## config.mk

```make
export PLATFORM = sky130hd
export DESIGN_NAME = psk_demap_deframer
export DESIGN_NICKNAME = d
export VERILOG_FILES = /design/src/rtl/psk_demap_deframer.sv
export SDC_FILE = /design/constraint.sdc
export NUM_CORES = 1
export LEC_CHECK = 0
export CORE_ASPECT_RATIO = 0.8
export CORE_MARGIN = 3
export CORE_UTILIZATION = 56
export CTS_CLUSTER_DIAMETER = 150
export DETAILED_ROUTE_END_ITERATION = 10
export GPL_TIMING_DRIVEN = 0
export PLACE_DENSITY = 0.8
export SLEW_MARGIN = 5
export SYNTH_ARGS = -nofsm -noshare
export SYNTH_HDL_FRONTEND = slang
export SYNTH_SLANG_ARGS = --single-unit
```

## constraint.sdc

```tcl
create_clock -name clk_32d768M -period 5.02 [get_ports clk_32d768M]
set_input_delay 0.753 -clock clk_32d768M [delete_from_list [all_inputs] [get_ports clk_32d768M]]
set_output_delay 0.753 -clock clk_32d768M [all_outputs]
set_load 0.005 [all_outputs]
```

## src/rtl/psk_demap_deframer.sv

```systemverilog
// PSK symbol slicer, sync-word hunter and payload byte deframer with an AXI-Stream byte output.
// Optional feature: define PSK_AMBIG_RESOLVE_EN to also lock on the inverted sync word (180-degree ambiguity).
module psk_demap_deframer #(
  parameter int          WIDTH      = 12,
  parameter logic [15:0] SYNC_WORD  = 16'hEB90,
  parameter int          SYNC_LEN   = 16,
  parameter int          FIFO_DEPTH = 4
) (
  input  logic                    clk_32d768M,
  input  logic                    rst_32d768M,
  input  logic signed [WIDTH-1:0] sym_I,
  input  logic signed [WIDTH-1:0] sym_Q,
  input  logic                    sym_valid,
  input  logic                    RX_IS_BPSK,
  input  logic [7:0]              FRAME_LEN,
  output logic [7:0]              psk_tdata,
  output logic                    psk_tvalid,
  input  logic                    psk_tready,
  output logic                    psk_tlast,
  output logic                    psk_tuser,
  output logic                    frame_locked,
  output logic                    overflow,
  output logic [15:0]             frame_cnt
);

  localparam int                  AW       = $clog2(FIFO_DEPTH);
  localparam logic [SYNC_LEN-1:0] SYNC_PAT = SYNC_WORD[SYNC_LEN-1:0];
  localparam logic [AW:0]         FULL_CNT = (AW+1)'(FIFO_DEPTH);

  typedef enum logic {HUNT, PAYLOAD} state_t;

  function automatic logic slice_bit(input logic signed [WIDTH-1:0] x);
    return (x < 0);
  endfunction

  state_t              state, state_nxt;
  logic [SYNC_LEN-2:0] hist, hist_nxt;
  logic [7:0]          sr, sr_nxt;
  logic [2:0]          bcnt, bcnt_nxt;
  logic [7:0]          bidx, bidx_nxt;
  logic                bpsk_lat, bpsk_nxt;
  logic [7:0]          flen_lat, flen_nxt;

  logic                b0, b1, pb0, pb1, flag_cur;
  logic [SYNC_LEN-1:0] win_i, win_q;
  logic                m_i_t, m_q_t, m_i_n, m_q_n;
  logic                lock_i, lock_q, lock_inv;
  logic                cmpl, cmpl_last;
  logic [7:0]          cbyte;

  logic                vld_p1, last_p1, user_p1;
  logic [7:0]          byte_p1;

`ifdef PSK_AMBIG_RESOLVE_EN
  logic inv_flag;
`endif

  // ---- p0: slice the incoming symbol, hunt for sync, assemble payload bits
  always_comb begin
    b0    = slice_bit(sym_I);
    b1    = slice_bit(sym_Q);
    win_i = {hist, b0};
    win_q = {win_i[SYNC_LEN-2:0], b1};
    m_i_t = (win_i == SYNC_PAT);
    m_q_t = (win_q == SYNC_PAT);
`ifdef PSK_AMBIG_RESOLVE_EN
    m_i_n    = (win_i == ~SYNC_PAT);
    m_q_n    = (win_q == ~SYNC_PAT);
    flag_cur = inv_flag;
`else
    m_i_n    = 1'b0;
    m_q_n    = 1'b0;
    flag_cur = 1'b0;
`endif
    // The I-bit window is checked first so that the earlier match wins.
    lock_i   = m_i_t | m_i_n;
    lock_q   = !RX_IS_BPSK && !lock_i && (m_q_t | m_q_n);
    lock_inv = lock_i ? !m_i_t : !m_q_t;
    pb0      = b0 ^ flag_cur;
    pb1      = b1 ^ flag_cur;

    state_nxt = state;
    hist_nxt  = hist;
    sr_nxt    = sr;
    bcnt_nxt  = bcnt;
    bidx_nxt  = bidx;
    bpsk_nxt  = bpsk_lat;
    flen_nxt  = flen_lat;
    cmpl      = 1'b0;
    cmpl_last = 1'b0;
    cbyte     = sr;

    if (sym_valid) begin
      if (state == HUNT) begin
        hist_nxt = RX_IS_BPSK ? win_i[SYNC_LEN-2:0] : win_q[SYNC_LEN-2:0];
        if (lock_i || lock_q) begin
          state_nxt = PAYLOAD;
          hist_nxt  = '0;
          bpsk_nxt  = RX_IS_BPSK;
          flen_nxt  = FRAME_LEN;
          bidx_nxt  = 8'd0;
          if (lock_i && !RX_IS_BPSK) begin
            sr_nxt   = {7'd0, b1 ^ lock_inv};
            bcnt_nxt = 3'd1;
          end else begin
            sr_nxt   = 8'd0;
            bcnt_nxt = 3'd0;
          end
        end
      end else begin
        if (bpsk_lat) begin
          sr_nxt   = {sr[6:0], pb0};
          bcnt_nxt = bcnt + 3'd1;
          cmpl     = (bcnt == 3'd7);
          cbyte    = {sr[6:0], pb0};
        end else if (bcnt == 3'd7) begin
          // Byte closes on the I bit; the Q bit opens the next byte.
          cmpl     = 1'b1;
          cbyte    = {sr[6:0], pb0};
          sr_nxt   = {7'd0, pb1};
          bcnt_nxt = 3'd1;
        end else if (bcnt == 3'd6) begin
          cmpl     = 1'b1;
          cbyte    = {sr[5:0], pb0, pb1};
          sr_nxt   = 8'd0;
          bcnt_nxt = 3'd0;
        end else begin
          sr_nxt   = {sr[5:0], pb0, pb1};
          bcnt_nxt = bcnt + 3'd2;
        end
        if (cmpl) begin
          cmpl_last = (bidx == flen_lat - 8'd1);
          bidx_nxt  = bidx + 8'd1;
          if (cmpl_last) begin
            state_nxt = HUNT;
            hist_nxt  = '0;
            sr_nxt    = 8'd0;
            bcnt_nxt  = 3'd0;
          end
        end
      end
    end
  end

  // ---- p0 -> p1: framing state and the completed byte
  always_ff @(posedge clk_32d768M or posedge rst_32d768M) begin
    if (rst_32d768M) begin
      state        <= HUNT;
      hist         <= '0;
      sr           <= 8'd0;
      bcnt         <= 3'd0;
      bidx         <= 8'd0;
      bpsk_lat     <= 1'b0;
      flen_lat     <= 8'd0;
      frame_locked <= 1'b0;
      vld_p1       <= 1'b0;
      last_p1      <= 1'b0;
      user_p1      <= 1'b0;
      byte_p1      <= 8'd0;
    end else begin
      state        <= state_nxt;
      hist         <= hist_nxt;
      sr           <= sr_nxt;
      bcnt         <= bcnt_nxt;
      bidx         <= bidx_nxt;
      bpsk_lat     <= bpsk_nxt;
      flen_lat     <= flen_nxt;
      frame_locked <= (state_nxt == PAYLOAD);
      vld_p1       <= cmpl;
      if (cmpl) begin
        byte_p1 <= cbyte;
        last_p1 <= cmpl_last;
        user_p1 <= bpsk_lat;
      end
    end
  end

`ifdef PSK_AMBIG_RESOLVE_EN
  always_ff @(posedge clk_32d768M or posedge rst_32d768M) begin
    if (rst_32d768M) begin
      inv_flag <= 1'b0;
    end else if (state == HUNT) begin
      inv_flag <= sym_valid && (lock_i || lock_q) && lock_inv;
    end else if (state_nxt == HUNT) begin
      inv_flag <= 1'b0;
    end
  end
`endif

  // ---- p1 -> p2: byte FIFO; its head drives the stream outputs
  logic [9:0]    mem [FIFO_DEPTH];
  logic [AW-1:0] wr_ptr, rd_ptr;
  logic [AW:0]   fcnt, fcnt_nxt;
  logic          rd_en, wr_en;

  assign rd_en = psk_tvalid & psk_tready;
  // A read in the same cycle frees the slot, so a full FIFO still accepts the write.
  assign wr_en = vld_p1 & ((fcnt != FULL_CNT) | rd_en);
  assign {psk_tlast, psk_tuser, psk_tdata} = mem[rd_ptr];

  always_comb begin
    fcnt_nxt = fcnt;
    case ({wr_en, rd_en})
      2'b10:   fcnt_nxt = fcnt + 1'b1;
      2'b01:   fcnt_nxt = fcnt - 1'b1;
      default: fcnt_nxt = fcnt;
    endcase
  end

  always_ff @(posedge clk_32d768M or posedge rst_32d768M) begin
    if (rst_32d768M) begin
      for (int i = 0; i < FIFO_DEPTH; i++) mem[i] <= 10'd0;
      wr_ptr     <= '0;
      rd_ptr     <= '0;
      fcnt       <= '0;
      psk_tvalid <= 1'b0;
      overflow   <= 1'b0;
      frame_cnt  <= 16'd0;
    end else begin
      if (wr_en) begin
        mem[wr_ptr] <= {last_p1, user_p1, byte_p1};
        wr_ptr      <= wr_ptr + 1'b1;
      end
      if (rd_en) rd_ptr <= rd_ptr + 1'b1;
      fcnt       <= fcnt_nxt;
      psk_tvalid <= (fcnt_nxt != '0);
      if (vld_p1 && !wr_en) overflow <= 1'b1;
      if (vld_p1 && last_p1) frame_cnt <= frame_cnt + 16'd1;
    end
  end

endmodule

```

==> run metrics, run 1 <==
wire per inst 17.6 um; cts bufs inserted 17; FF-to-FF End hist[9]; Worst EP arrival 2.47 ns; normalized max-slew margin 48.7%; # setup viols final 0; routed vias/inst 5.90; Antenna Cells 0; Synth top area share 51.2%; DRT antenna net count 0; Seq cells post-synth 120; synth warn 0; maximum vdd drop 0.000211 V; post-route cell area 7020 um2; hold path endpoint overflow; worst slack, placed 1.59 ns; number of global-route vias before repair 4389; initial drt markers 376; proportion of layout cells with a drive suffix above 1 19.1%; area of the mapped netlist 5870 um2; IO Port Bufs 42; CP Max Fanout 10; Slew Viols, Final 0; max frequency 310 MHz; GP Congestion 0.844; Clock transition at path regs 0.05 ns; Tmin final 3.22 ns; cts hold-fix bufs 0; most frequent cells in the layout dfrtp_1 (120), nand2_1 (54), mux2_2 (47), clkdlybuf4s50_1 (42), a21oi_1 (23); commonest non-fill, non-tap cell in the layout dfrtp_1; cells after synthesis 497; gr usage total 23.5%; worst setup margin 1.80 ns; residual DRC count 0; Max-Cap Viols 0; worst hold path type register to register; Main synth FF type dfrtp_1; Max Buffers Root-to-Sink 2; Post-synth EDFFs 0; RSZ-0062 raised after global routing no; leading post-synthesis cells by cell area dfrtp_1 (51%), mux2_2 (9.0%), mux4_2 (3.8%), nand2_1 (3.5%), mux2i_1 (2.7%); hold slack 0.492 ns; Final nets 608; post-DP HPWL 8.29 mm; Post-Route WL 12.5 mm; syn_nets 546; initial antenna violation count 0; GRT overflow 0; clk sinks 120; post-cts sizing count 0; CP required 4.27 ns; R2R setup slack 2.28 ns; Setup Crit Path Kind register to output pin; via count 4175; setup TNS 0 ns; HP Start overflow; Finished Layout Cells 708; sequential cell area fraction in the yosys report 51.2%; final hold viol count 0; Critical Path End Type output pin; WHS Path Cells 1; Worst R2R Path Depth 9; Worst Setup SP rd_ptr[1]; Synth Area per Inst 11.8 um2; Post-Place Cells 676; Syn-to-layout area delta 19.6%; ys async rst share 100%; core area 9930 um2; Post-CTS Setup Repair Bufs 0; first-pass GRT wire length 22.0 mm; Worst-Skew Late Latency 0.42 ns; Leak 3.13 nW; CTS tree built; die width 120 um; CTS Root Cell clkbuf_16; largest net degree at the start of global routing 98; die area 11700 um2; row cnt 32; Initial Util 59.1%; H-Tree Level Count 4; worst r2r src flen_lat[0]; Top Ports 66; Critical Path Source Type register; Worst-Margin Slew 0.770 ns; clock skew 0.00685 ns; number of library cell types mapped by synthesis 53; Area after DPL 6490 um2; final period utilization 64.2%; Synth area leader dfrtp_1; power per cell area 339 nW/um2; status finished clean; overall die height 97.5 um; detailed-router iteration count before antenna repair 5
## where the power goes
part	switching, mW	internal [mW]
clock	0.431	0.640
sequential	0.0524	1.01
combinational	0.128	0.114
total	0.611	1.77
## flip-flops by register name, indices dropped and copies added (netlist names), 2 cells and up
signal	flops
mem	40
byte_p1	8
bcnt	3
frame_cnt	16
bidx	8
sr	8
hist	15
rd_ptr	2
wr_ptr	2
fcnt	3
flen_lat	8
## how the worst max path moves through the flow
| stage | cells after the start | end | slack (ns) |
|---|---|---|---|
| final | 3 | psk_tdata[5] | 1.80 |
| after global routing | 3 | psk_tdata[5] | 1.62 |
| after CTS | 3 | psk_tuser | 1.74 |
| after detailed placement | 8 | hist[4] | 1.59 |
| after global placement | 2 | mem[14] | -0.47 |
| after floorplan | 1 | bcnt[0] | 1.08 |
## per-layer routing
metal | GRT usage, % | wire length (um) | vias up | part of all wire [%]
li1 | - | - | 1923 | -
met3 | 6.46 | 461 | 15 | 3.7
met1 | 31.6 | 5620 | 2154 | 45
met2 | 37.1 | 6250 | 83 | 50
met4 | 7.49 | 157 | 0 | 1.3
met5 | 0 | 0 | - | 0
## critical path, cell delays in order, from the launching register on
cell and delay, ns:
dfrtp_1 0.36, buf_1 0.60, mux4_2 0.62, clkdlybuf4s50_1 0.48
## Yosys cell counts (all sizes together), types with 3 or more instances
library cell  instances
nor2                 13
o21ai                21
o211ai                3
ha                   11
a22oi                 7
nor2b                 6
or3                   3
mux2i                16
o2bb2ai              15
buf                   6
nand4                 9
mux4                 10
xor2                 16
clkbuf               15
xnor2                19
nor4b                 3
mux2                 47
o31ai                 8
nand2                55
nor3b                 3
nand3                22
nor3                  5
dfrtp               120
inv                  15
a21oi                23
## layout make-up
class	count	area, um2
Multi-Input combinational cell	340	2710
Clock buffer	21	450
Inverter	16	65.1
Buffer	21	88.8
Timing Repair Buffer	43	448
Fill cell	741	2910
Tap cell	136	170
Sequential cell	120	3000
Clock inverter	11	77.6
## through the flow
stage                     util [%]  power (mW)
after detailed placement      65.3        1.32
after global routing          70.7        2.48
after global placement        65.0        1.31
final                         70.7        2.38
after floorplan                  -        1.25
after CTS                     70.7        2.40
## cell families (layout without fill, tap and decap cells)
family,count (synthesis),after routing,share of synthesized area [%]
compound gates,88,88,11.2
flops,120,120,51.2
simple gates,132,132,11.4
fa+ha+maj,12,12,2.69
xor+xnor,35,35,5.35
buf+inv,37,112,2.54
mux,73,73,15.6
Note: power is estimated with default switching activity, not from simulation.
==> run 2, diff against run 1 <==
CORE_UTILIZATION = 51   (was 56)
PLACE_DENSITY = 0.76   (was 0.8)
clock period = 2.88 ns   (was 5.02 ns; I/O delays follow)
==> run metrics, run 2 (synthesis gave the netlist of run 1 again) <==
clk sinks 120 (unchanged); status finished clean; Worst R2R Path Depth 9 (unchanged); worst hold path type primary input to async pin; detailed-router iteration count before antenna repair 5 (unchanged); power per cell area 614 nW/um2 (+81%); row cnt 34 (+6.3%); Worst-Margin Slew 0.716 ns (-0.0546 ns); Max Buffers Root-to-Sink 2 (unchanged); overall die height 102 um (+4.5%); area of the multi-input gates 2710 um2 (unchanged); core area 11100 um2 (+11%); Most flops, register mem; routed vias/inst 5.77 (-2.1%); CP max stage delay 0.60 ns (-0.02 ns); # setup viols final 0 (unchanged); CTS tree built; worst setup margin 0.230 ns (-1.57 ns); critical path cell sequence ha_1 -> ha_1 -> or2_2 -> clkbuf_1 -> a21oi_1 -> inv_1 -> nor3b_1 -> o21ai_0 -> o31ai_1; residual DRC count 0 (unchanged); GRT overflow 0 (unchanged); Max-Cap Viols 0 (unchanged); H-Tree Level Count 4 (unchanged); Slew Viols, Final 0 (unchanged); R2R setup slack 0.23 ns (-2.05 ns); number of global-route vias before repair 4230 (-3.6%); CP Max Fanout 8 (-2); worst r2r src bcnt[1]; Post-Place Cells 686 (+1.5%); Finished Layout Cells 718 (+1.4%); slowest CP cell a21oi_1; RSZ-0062 raised after global routing no; Post-Route WL 12.2 mm (-2.4%); DRT antenna net count 0 (unchanged); CTS Root Cell clkbuf_16; Critical Path End Type register; most frequent cells in the layout dfrtp_1 (120), nand2_1 (54), mux2_2 (47), clkdlybuf4s50_1 (42), a21oi_1 (23); proportion of layout cells with a drive suffix above 1 20.2% (+1.2 points); top flop regs mem (40), frame_cnt (16), hist (15); final hold viol count 0 (unchanged); worst slack, placed -0.227 ns (-1.82 ns); hold slack 0.357 ns (-0.135 ns); Design Power 4.38 mW (+84%); cts bufs inserted 17 (unchanged); max frequency 377 MHz; post-DP HPWL 8.45 mm (+1.9%); normalized max-slew margin 52.3% (+3.6 points); initial drt markers 271 (-28%); Final nets 610 (+0.33%); Clock transition at path regs 0.05 ns (about the same); Syn-to-layout area delta 21.7%; commonest non-fill, non-tap cell in the layout dfrtp_1; FF-to-FF End bcnt[2]; Setup Crit Path Kind register to register; Leak 3.19 nW (+1.8%); GP Congestion 0.875 (+3.6%); Worst EP arrival 2.95 ns (+0.48 ns); max reg flops 40 (unchanged); first-pass GRT wire length 20.8 mm (-5.2%); largest net degree at the start of global routing 44 (-55%); delay-heaviest family, CP compound AO/OA/AOI/OAI gates; Worst-Skew Late Latency 0.41 ns (about the same); wire per inst 17.0 um (-3.7%); Seq. cell area 3000 um2 (unchanged); CP required 3.18 ns (-1.09 ns); Top Ports 66 (unchanged); maximum vdd drop 0.000421 V (+99%); die width 126 um (+4.5%); Critical Path Source Type register; filler cell count 848 (+14%); gr usage total 20.2% (-3.2 points); final period utilization 92.0%; Critical Path Stages 9 (+6); clock skew 0.0102 ns (+0.00334 ns); CP bufs+invs 2 (unchanged); cell mode on critical path ha_1; initial antenna violation count 0 (unchanged); Initial Util 53.0% (-6.0 points); die area 12800 um2 (+9.2%); IO Port Bufs 42 (unchanged); via count 4146 (-0.69%); Antenna Cells 0 (unchanged); Tmin final 2.65 ns
run 2: how the worst max path moves through the flow:
stage	from	end	slack [ns]
3_5_place_dp	sym_I[11]	hist[4]	-0.23
6_report	bcnt[1]	bcnt[2]	0.23
4_1_cts	sym_I[11]	hist[4]	0.19
5_1_grt	bcnt[1]	bcnt[2]	0.04
2_1_floorplan	psk_tready	psk_tvalid	0.57
3_3_place_gp	sym_I[11]	hist[4]	-0.19
run 2: what timing repair did:
| item | 4_1_cts | 5_1_grt |
|---|---|---|
| endpoints found under the hold margin | 0 | 0 |
| endpoints found under the setup margin | 7 | 11 |
| gates resized for setup | 1 | 1 |
| pin swaps | 0 | 1 |
| buffers inserted | 0 | 1 |
| hold buffers | 0 | 0 |
run 2: metal layers:
| metal | up-vias | GRT usage (%) | wire length (um) |
|---|---|---|---|
| met5 | - | 0 | 0 |
| met4 | 0 | 5.28 | 134 |
| met3 | 15 | 5.17 | 456 |
| met2 | 98 | 33.1 | 5870 |
| met1 | 2106 | 27.5 | 5730 |
| li1 | 1927 | - | - |
run 2: layout make-up:
cell class,instances,share of cell area [%]
multi-input combinational,340,38.0
timing repair buffer,46,6.83
buffer,20,1.23
tap,144,2.52
clock inverter,10,1.66
inverter,16,0.894
sequential,120,42.1
clock buffer,22,6.78
run 2: through the flow:
stage                     cell area [um2]  util, %  TNS (ns)
after global routing                 7140     64.5         0
final                                7140     64.5         0
after floorplan                      5870        -         0
after global placement               6470     58.5     -8.17
after detailed placement             6530     59.0     -2.15
after CTS                            7130     64.5         0
run 2: power breakdown:
part           leakage, nW  total, mW  switching (mW)  internal [mW]
clock                0.288       2.11           0.742           1.36
combinational         1.29      0.390           0.188          0.202
sequential            1.61       1.88           0.117           1.77
==> run 3, diff against run 2 <==
SLEW_MARGIN = 20   (was 5)
==> run metrics, run 3 (synthesis gave the netlist of run 1 again) <==
Critical Path Source Type register; cts hold-fix bufs 0 (unchanged); end of the critical path hist[11]; GRT overflow 0 (unchanged); # setup viols final 0 (unchanged); post-DP HPWL 8.47 mm (+0.21%); clock power share 47.5% (-0.6 points); Top Ports 66 (unchanged); power per cell area 609 nW/um2 (-0.75%); largest net degree at the start of global routing 35 (-20%); die area 12800 um2 (unchanged); CTS Root Cell clkbuf_16; Initial Util 53.0% (unchanged); max reg flops 40 (unchanged); CP Max Fanout 10 (+2); Clock transition at path regs 0.05 ns (about the same); post-route cell area 7110 um2 (-0.37%); Area after DPL 6530 um2 (unchanged); Worst EP arrival 2.93 ns (-0.02 ns); first-pass GRT wire length 20.9 mm (about the same); CP bufs+invs 2 (unchanged); FF-to-FF End hist[11]; Pint 3.29 mW (-1.5%); core area 11100 um2 (unchanged); via count 4121 (-0.60%); slowest CP cell o41ai_4; Worst-Skew Late Latency 0.41 ns (about the same); status finished clean; filler cell count 852 (+0.47%); worst hold path type primary input to async pin; most frequent cells in the layout dfrtp_1 (120), nand2_1 (54), mux2_2 (47), clkdlybuf4s50_1 (42), a21oi_1 (23); RSZ-0062 raised after global routing no; Post-CTS Setup Repair Bufs 0 (unchanged); Syn-to-layout area delta 21.3%; proportion of layout cells with a drive suffix above 1 19.9% (-0.31 points); CP max stage delay 0.68 ns (+0.08 ns); overall die height 102 um (unchanged); Post-Route WL 12.0 mm (-1.2%); Final Core Density 64.3% (-0.24 points); CP required 3.16 ns (-0.02 ns); R2R setup slack 0.23 ns (about the same); Most flops, register mem; maximum vdd drop 0.000376 V (-11%); Slew Viols, Final 0 (unchanged); number of global-route vias before repair 4248 (+0.43%); clk sinks 120 (unchanged); GP Congestion 0.875 (unchanged); top flop regs mem (40), frame_cnt (16), hist (15); Critical Path End Type register; final period utilization 92.1% (+0.13 points); gr usage total 20.3% (+0.041 points); Worst Setup SP flen_lat[0]; Max Buffers Root-to-Sink 2 (unchanged); detailed-router iteration count before antenna repair 4 (-1); Seq. cell area 3000 um2 (unchanged); Reg power frac 43.5% (+0.5 points); die width 126 um (unchanged); delay-heaviest family, CP compound AO/OA/AOI/OAI gates; clock skew 0.0123 ns (+0.00210 ns); Sw Pwr 1.05 mW (about the same); Worst-Margin Slew 0.768 ns (+0.0523 ns); Sw Share 24.2% (+0.26 points); worst r2r src flen_lat[0]; Final nets 609 (-0.16%); Leak 3.17 nW (-0.42%); CTS tree built; Setup Crit Path Kind register to register; initial drt markers 318 (+17%); hold slack 0.439 ns (+0.0816 ns); final hold viol count 0 (unchanged); row cnt 34 (unchanged); cts bufs inserted 17 (unchanged); critical path cell sequence inv_1 -> ha_1 -> nor3b_1 -> xnor2_1 -> o2111ai_1 -> o41ai_4 -> nand2_4 -> buf_6 -> o2bb2ai_2; Comb pwr share 9.0% (about the same); Tmin final 2.65 ns (+0.00374 ns); commonest non-fill, non-tap cell in the layout dfrtp_1; routed vias/inst 5.75 (-0.46%); normalized max-slew margin 48.6% (-3.7 points); wire per inst 16.8 um (-1.1%); area of the multi-input gates 2710 um2 (unchanged); residual DRC count 0 (unchanged); DRT antenna net count 0 (unchanged); Critical Path Stages 9 (unchanged); H-Tree Level Count 4 (unchanged); Worst R2R Path Depth 9 (unchanged); IO Port Bufs 42 (unchanged); max frequency 377 MHz (-0.14%); Antenna Cells 0 (unchanged); initial antenna violation count 0 (unchanged); Max-Cap Viols 0 (unchanged)
## run 3: cell types whose count changed in the layout (fill, tap and decap cells not counted)
cell / previous run / this run
buf_4: 1 / 0
clkbuf_8: 4 / 2
clkinv_2: 2 / 3
clkbuf_1: 16 / 17
## run 3: layout make-up
type | instances | share of cell area, %
Clock buffer | 21 | 6.47
Tap cell | 144 | 2.53
Sequential cell | 120 | 42.2
Inverter | 16 | 0.897
Timing Repair Buffer | 45 | 6.75
Buffer | 20 | 1.23
Clock inverter | 11 | 1.74
Multi-Input combinational cell | 340 | 38.2
## run 3: worst min path at each step
stage,end,slack (ns),cells after the start
after floorplan,sr[7],0.45,2
after global placement,overflow,0.45,1
after detailed placement,overflow,0.46,1
after CTS,mem[3],0.44,2
after global routing,mem[3],0.47,2
final,byte_p1[2],0.44,2
## run 3: layer usage
layer | up-vias | GRT usage, % | part of all wire, %
met1 | 2084 | 27.3 | 47
met4 | 0 | 5.44 | 0.89
met3 | 13 | 5.28 | 3.9
met2 | 92 | 33.2 | 49
li1 | 1932 | - | -
met5 | - | 0 | 0
## run 3: power by group through the flow
stage | clock network [mW] | registers [mW] | logic, mW
floorplan | 0 | 1.86 | 0.321
global route | 2.19 | 1.90 | 0.434
finish | 2.06 | 1.88 | 0.391
CTS | 2.09 | 1.88 | 0.398
detailed placement | 0 | 1.88 | 0.431
global placement | 0 | 1.88 | 0.406
## run 3: worst reg2reg max path: cells and delay by family, from the launching register on
family	cells	cell delay (ns)
buffers and inverters	2	0.30
XOR/XNOR	1	0.15
AND/OR/NAND/NOR	2	0.40
adder cells (fa/ha/maj)	1	0.22
AO/OA/AOI/OAI	3	1.04
flip-flops	1	0.42
## run 3: through the flow
stage	power, mW	worst slack (ns)	std cells	TNS, ns
after floorplan	2.18	0.574	497	0
after global placement	2.28	-0.193	683	-8.17
after detailed placement	2.31	-0.209	686	-2.00
after CTS	4.37	0.207	717	0
after global routing	4.52	0.00768	717	0
final	4.33	0.227	717	0
## run 3: what timing repair did
item	CTS	global route
endpoints found under the setup margin	7	4
gates resized for setup	1	1
endpoints found under the hold margin	0	0
